===== src/rtl/vr_stream_arbiter_if.sv =====
// Valid-ready bundle between N_SRC requesters and one shared output stream.
// The arbiter uses the master modport; the requester/sink side uses slave.
interface vr_stream_arbiter_if #(
    parameter int N_SRC  = 4,
    parameter int DATA_W = 32
);
    logic [N_SRC*DATA_W-1:0] in_data;
    logic [N_SRC-1:0]        in_last;
    logic [N_SRC-1:0]        in_valid;
    logic [N_SRC-1:0]        in_ready;
    logic [DATA_W-1:0]       out_data;
    logic                    out_last;
    logic                    out_valid;
    logic                    out_ready;

    modport master (
        input  in_data, in_last, in_valid, out_ready,
        output in_ready, out_data, out_last, out_valid
    );

    modport slave (
        output in_data, in_last, in_valid, out_ready,
        input  in_ready, out_data, out_last, out_valid
    );
endinterface


===== src/rtl/vr_stream_arbiter.sv =====
// Packet-aware round-robin arbiter: a grant is held from first beat to last beat.
// Optional 2-entry output skid slice enabled by defining VR_ARB_OUT_REG_EN.
module vr_stream_arbiter #(
    parameter int N_SRC  = 4,
    parameter int DATA_W = 32,
    parameter int SRC_W  = $clog2(N_SRC)
) (
    input  logic                 clk,
    input  logic                 nrst,
    input  logic                 en,
    input  logic                 sync_rst,
    vr_stream_arbiter_if.master  bus,
    output logic [SRC_W-1:0]     out_src,
    output logic                 busy,
    output logic [15:0]          pkt_count
);

    typedef enum logic {IDLE, LOCKED} state_t;

    state_t             state_q;
    logic [SRC_W-1:0]   grant_q;
    logic [SRC_W-1:0]   rr_ptr_q;
    logic [15:0]        pkt_cnt_q;

    logic               locked;
    logic               core_valid;
    logic               core_ready;
    logic               core_last;
    logic [DATA_W-1:0]  core_data;
    logic               core_hs;
    logic [SRC_W-1:0]   next_rr;
    logic               any_req;
    logic [SRC_W-1:0]   pick;
    int                 idx;

    assign locked     = (state_q == LOCKED);
    assign core_valid = locked && en && bus.in_valid[grant_q];
    assign core_data  = bus.in_data[int'(grant_q)*DATA_W +: DATA_W];
    assign core_last  = bus.in_last[grant_q];
    assign core_hs    = core_valid && core_ready;
    // Explicit wrap so non-power-of-two N_SRC never points past the last source.
    assign next_rr    = (grant_q == SRC_W'(N_SRC-1)) ? '0 : grant_q + 1'b1;

    always_comb begin
        any_req = 1'b0;
        pick    = rr_ptr_q;
        idx     = 0;
        for (int k = 0; k < N_SRC; k++) begin
            idx = int'(rr_ptr_q) + k;
            if (idx >= N_SRC) idx = idx - N_SRC;
            if (!any_req && bus.in_valid[SRC_W'(idx)]) begin
                any_req = 1'b1;
                pick    = SRC_W'(idx);
            end
        end
    end

    always_ff @(posedge clk or negedge nrst) begin
        if (!nrst) begin
            state_q   <= IDLE;
            grant_q   <= '0;
            rr_ptr_q  <= '0;
            pkt_cnt_q <= '0;
        end else if (sync_rst) begin
            state_q   <= IDLE;
            grant_q   <= '0;
            rr_ptr_q  <= '0;
            pkt_cnt_q <= '0;
        end else begin
            case (state_q)
                IDLE: begin
                    if (en && any_req) begin
                        grant_q <= pick;
                        state_q <= LOCKED;
                    end
                end
                LOCKED: begin
                    if (core_hs && core_last) begin
                        state_q   <= IDLE;
                        rr_ptr_q  <= next_rr;
                        pkt_cnt_q <= pkt_cnt_q + 16'd1;
                    end
                end
                default: state_q <= IDLE;
            endcase
        end
    end

    always_comb begin
        bus.in_ready = '0;
        if (locked && en) bus.in_ready[grant_q] = core_ready;
    end

    assign out_src   = grant_q;
    assign busy      = locked;
    assign pkt_count = pkt_cnt_q;

`ifdef VR_ARB_OUT_REG_EN
    logic [DATA_W:0] sk_mem_q [2];
    logic [1:0]      sk_cnt_q;
    logic [1:0]      sk_cnt_d;
    logic            sk_rd_q;
    logic            sk_wr_q;
    logic            sk_push;
    logic            sk_pop;

    // Ready depends only on slice occupancy, breaking the out_ready -> in_ready path.
    assign core_ready    = (sk_cnt_q != 2'd2);
    assign bus.out_valid = en && (sk_cnt_q != 2'd0);
    assign bus.out_data  = sk_mem_q[sk_rd_q][DATA_W-1:0];
    assign bus.out_last  = sk_mem_q[sk_rd_q][DATA_W];
    assign sk_push       = core_hs;
    assign sk_pop        = bus.out_valid && bus.out_ready;

    always_comb begin
        sk_cnt_d = sk_cnt_q;
        case ({sk_push, sk_pop})
            2'b10:   sk_cnt_d = sk_cnt_q + 2'd1;
            2'b01:   sk_cnt_d = sk_cnt_q - 2'd1;
            default: sk_cnt_d = sk_cnt_q;
        endcase
    end

    always_ff @(posedge clk or negedge nrst) begin
        if (!nrst) begin
            sk_mem_q[0] <= '0;
            sk_mem_q[1] <= '0;
            sk_cnt_q    <= '0;
            sk_rd_q     <= 1'b0;
            sk_wr_q     <= 1'b0;
        end else if (sync_rst) begin
            sk_mem_q[0] <= '0;
            sk_mem_q[1] <= '0;
            sk_cnt_q    <= '0;
            sk_rd_q     <= 1'b0;
            sk_wr_q     <= 1'b0;
        end else begin
            if (sk_push) begin
                sk_mem_q[sk_wr_q] <= {core_last, core_data};
                sk_wr_q           <= ~sk_wr_q;
            end
            if (sk_pop) sk_rd_q <= ~sk_rd_q;
            sk_cnt_q <= sk_cnt_d;
        end
    end
`else
    assign core_ready    = bus.out_ready;
    assign bus.out_valid = core_valid;
    assign bus.out_data  = core_data;
    assign bus.out_last  = core_last;
`endif

endmodule


===== src/flat_wrapper.sv =====
// flat-port wrapper written by rule: the top's interface ports become plain ports
module vr_stream_arbiter_flat 
#(
    parameter int N_SRC  = 4,
    parameter int DATA_W = 32,
    parameter int SRC_W  = $clog2(N_SRC)
)
  (clk, nrst, en, sync_rst, out_src, busy, pkt_count, bus_in_data, bus_in_last, bus_in_valid, bus_out_ready, bus_in_ready, bus_out_data, bus_out_last, bus_out_valid);
  vr_stream_arbiter_if #(.N_SRC(N_SRC), .DATA_W(DATA_W)) bus_i ();
  input  logic clk;
  input  logic nrst;
  input  logic en;
  input  logic sync_rst;
  output logic [SRC_W-1:0] out_src;
  output logic busy;
  output logic [15:0] pkt_count;
  input wire logic [$bits(bus_i.in_data)-1:0] bus_in_data;
  input wire logic [$bits(bus_i.in_last)-1:0] bus_in_last;
  input wire logic [$bits(bus_i.in_valid)-1:0] bus_in_valid;
  input wire logic [$bits(bus_i.out_ready)-1:0] bus_out_ready;
  output wire logic [$bits(bus_i.in_ready)-1:0] bus_in_ready;
  output wire logic [$bits(bus_i.out_data)-1:0] bus_out_data;
  output wire logic [$bits(bus_i.out_last)-1:0] bus_out_last;
  output wire logic [$bits(bus_i.out_valid)-1:0] bus_out_valid;
  assign bus_i.in_data = bus_in_data;
  assign bus_i.in_last = bus_in_last;
  assign bus_i.in_valid = bus_in_valid;
  assign bus_i.out_ready = bus_out_ready;
  assign bus_in_ready = bus_i.in_ready;
  assign bus_out_data = bus_i.out_data;
  assign bus_out_last = bus_i.out_last;
  assign bus_out_valid = bus_i.out_valid;
  vr_stream_arbiter #(.N_SRC(N_SRC), .DATA_W(DATA_W), .SRC_W(SRC_W)) u_core (.clk(clk), .nrst(nrst), .en(en), .sync_rst(sync_rst), .bus(bus_i), .out_src(out_src), .busy(busy), .pkt_count(pkt_count));
endmodule

===== config.mk =====
export PLATFORM = sky130hd
export DESIGN_NAME = vr_stream_arbiter_flat
export DESIGN_NICKNAME = d
export VERILOG_FILES = /design/src/rtl/vr_stream_arbiter_if.sv /design/src/rtl/vr_stream_arbiter.sv /design/src/flat_wrapper.sv
export SDC_FILE = /design/constraint.sdc
export NUM_CORES = 1
export LEC_CHECK = 0
export CAP_MARGIN = 20
export CORE_MARGIN = 2
export CORE_UTILIZATION = 31
export DETAILED_ROUTE_END_ITERATION = 12
export PLACE_DENSITY = 0.81
export SLEW_MARGIN = 20
export SYNTH_ARGS = -nofsm -noshare
export SYNTH_HDL_FRONTEND = slang
export SYNTH_SLANG_ARGS = --single-unit

===== constraint.sdc =====
create_clock -name clk -period 1.9 [get_ports clk]
set_input_delay 0.38 -clock clk [delete_from_list [all_inputs] [get_ports clk]]
set_output_delay 0.38 -clock clk [all_outputs]
set_load 0.01 [all_outputs]

==> flow_metrics.env <==
export IMPL_async_flop_share=1.00
export IMPL_grt_usage=0.277
export IMPL_dp_hpwl_microns=7970
export IMPL_port_buffers=197
export IMPL_fp_dieArea_sq_um=7360
export IMPL_io_pins=198
export IMPL_worst_setup_path_type="flop to output pin"
export IMPL_drt_vias_per_instance=5.46
export IMPL_fin_crit_sh=1.10
export IMPL_cap_violations=0
export IMPL_multi_input_area_sq_um=1630
export IMPL_antenna_found_initial=0
export IMPL_stdcell_count=511
export IMPL_clk_latency_ns=0.26
export IMPL_whs_ns=0.457
export IMPL_first_pass_iters=9
export IMPL_required_ns=1.52
export IMPL_gp_congestion=0.839
export IMPL_synthesis_nets=328
export IMPL_slew_headroom=0.769
export IMPL_core_area_sq_um=6420
export IMPL_syn_inst=182
export IMPL_die_h_microns=85.8
export IMPL_antennaDiodeCount=0
export IMPL_final_cell_mix="clkdlybuf4s50_1, buf_6, buf_4"
export IMPL_tns_ns=-6.50
export IMPL_placed_cells=473
export IMPL_power_mw=1.72
export IMPL_synth_cell_types=36
export IMPL_nNetsFinal=581
export IMPL_grt_max_degree=22
export IMPL_yosysWarnings=0
export IMPL_cp_slowest_cell="mux4_2"
export IMPL_cp_slowest_stage_delay_ns=0.54
export IMPL_ys_flop_type="dfrtp_1"
export IMPL_layout_cells_most_common="clkdlybuf4s50_1"
export IMPL_hold_class="input pin to async pin"
export IMPL_final_core_util=0.766
export IMPL_failed_checks="DRC, setup timing"
export IMPL_cp_max_fo=6
export IMPL_seq_area_frac_synth=0.253
export IMPL_drv_slew=0
export IMPL_clockBufferDepth=2
export IMPL_start_kind="flop"
export IMPL_drive_above_1_share=0.396
export IMPL_worst_pin_slew_ns=0.344
export IMPL_nFillCells=418
export IMPL_fin_area_sq_um=4920
export IMPL_synth_edf_count=0
export IMPL_final_hold_violation_count=0
export IMPL_rows=29
export IMPL_synth_seq_cells=21
export IMPL_arrival_ns=1.71
export IMPL_die_width_microns=85.8
export IMPL_via_count=2791
export IMPL_drc=7
export IMPL_cp_common_cell="buf_6"
export IMPL_totalWireLength_microns=10600
export IMPL_cellLeakagePower_nw=1.89
export IMPL_fmax_ghz=0.477
export IMPL_grt_ovfl_total=0
export IMPL_power_density_nw_per_um2=349
export IMPL_initial_core_util=0.323
export IMPL_finalWorstSetupSlack_ns=-0.195
export IMPL_clkTransAtPathRegs_ns=0.08
export IMPL_peakVddDrop_mv=0.289
export IMPL_place_ws_ns=-0.565
export IMPL_regArea_sq_um=528
export IMPL_post_dp_cell_area_sq_um=4330
export IMPL_crit_chain="buf_6 -> mux4_2 -> and3_4 -> buf_6"
export IMPL_synth_area_sq_um=2070
export IMPL_cts_tree="yes"
export IMPL_cts_made_buffers=3
export IMPL_setup_viol=53
export IMPL_root_buffer="clkbuf_8"
export IMPL_end_kind="output pin"
export IMPL_rsz0062_at_grt="yes"
export IMPL_first_global_vias=2965
export IMPL_ant_nets=0
export IMPL_status="finished with violations"
export IMPL_grt_pass1_wl_microns=15600
export IMPL_syn_to_final_growth_pct=137
export IMPL_min_period_ns=2.09
export IMPL_avgRoutedWirePerCell_microns=20.8
export IMPL_finClkSkew_ns=0.00374
export IMPL_drtIter0Drc=170
export IMPL_cts_htree_levels=1
export IMPL_clock_sinks=21
export IMPL_syn_avg_cell_area_sq_um=11.4
==> cell families (layout without fill, tap and decap cells) <==
group	Yosys count	after routing	share of synthesized area
XOR/XNOR	1	1	0.00423
AND/OR/NAND/NOR	65	66	0.188
multiplexers	35	35	0.375
flip-flops	21	21	0.253
AO/OA/AOI/OAI	37	37	0.108
adder cells (fa/ha/maj)	5	5	0.0302
buffers and inverters	18	269	0.0410
==> report_power, final <==
part	switching [mW]	total [mW]	leakage, nW	internal [mW]
Sequential	0.00803	0.460	0.288	0.452
Combinational	0.318	0.953	1.57	0.635
Clock	0.156	0.303	0.0255	0.146
Total	0.483	1.72	1.89	1.23
==> state kept, by name, indices dropped and copies added (netlist names) <==
name and cells:
u_core.pkt_count 16, u_core.out_src 2, u_core.rr_ptr_q 2, u_core.busy 1
==> area by class of cell <==
class / instances / share of cell area
sequential: 21 / 0.107
timing repair buffer: 261 / 0.529
clock inverter: 1 / 0.00102
multi-input combinational: 144 / 0.331
inverter: 4 / 0.00407
clock buffer: 3 / 0.00839
tap: 77 / 0.0196
==> timing repair <==
| action | CTS | global route |
|---|---|---|
| resized for setup | 220 | 45 |
| setup buffers | 32 | 5 |
| gates cloned | 3 | 0 |
| hold buffers | 0 | 0 |
| pin swaps | 22 | 4 |
| endpoints found under the setup margin | 52 | 57 |
==> critical path, delay by kind of cell, from the launching register on <==
family	cells	cell delay [ns]
mux	1	0.54
flops	1	0.48
buf+inv	2	0.24
simple gates	1	0.18
==> cells in the mapped netlist (5+ instances only) <==
cell	number	area [sq um]
mux4_2	34	766
dfrtp_1	21	526
a21oi_1	18	90.1
nand3_1	10	50.1
nand2_1	9	33.8
buf_2	8	40.0
nand4_1	6	37.5
nor2_1	6	22.5
o21ai_0	6	30.0
ha_1	5	62.6
o31ai_1	5	37.5
or4_1	5	37.5
==> final timing paths <==
| path | start | endpoint | slack, ns | cells after the start |
|---|---|---|---|---|
| hold / removal | nrst | u_core.pkt_count[1] | 0.46 | 2 |
| setup reg to reg | u_core.out_src[0] | u_core.pkt_count[15] | -0.19 | 7 |
| min in group clk | u_core.pkt_count[13] | u_core.pkt_count[13] | 0.60 | 2 |
| setup / recovery | u_core.out_src[0] | bus_out_valid | -0.19 | 4 |
| hold reg to reg | u_core.pkt_count[13] | u_core.pkt_count[13] | 0.60 | 2 |
| max in group asynchronous | nrst | u_core.out_src[0] | 1.21 | 2 |
==> routing by layer <==
| layer | global-route usage | vias to the layer above | routed length (microns) |
|---|---|---|---|
| met5 | 0 | - | 0 |
| met4 | 0.0765 | 0 | 328 |
| met3 | 0.0914 | 22 | 1030 |
| met2 | 0.474 | 158 | 5460 |
| met1 | 0.335 | 1356 | 3820 |
| li1 | - | 1255 | - |
Note: power is estimated with default switching activity, not from simulation.
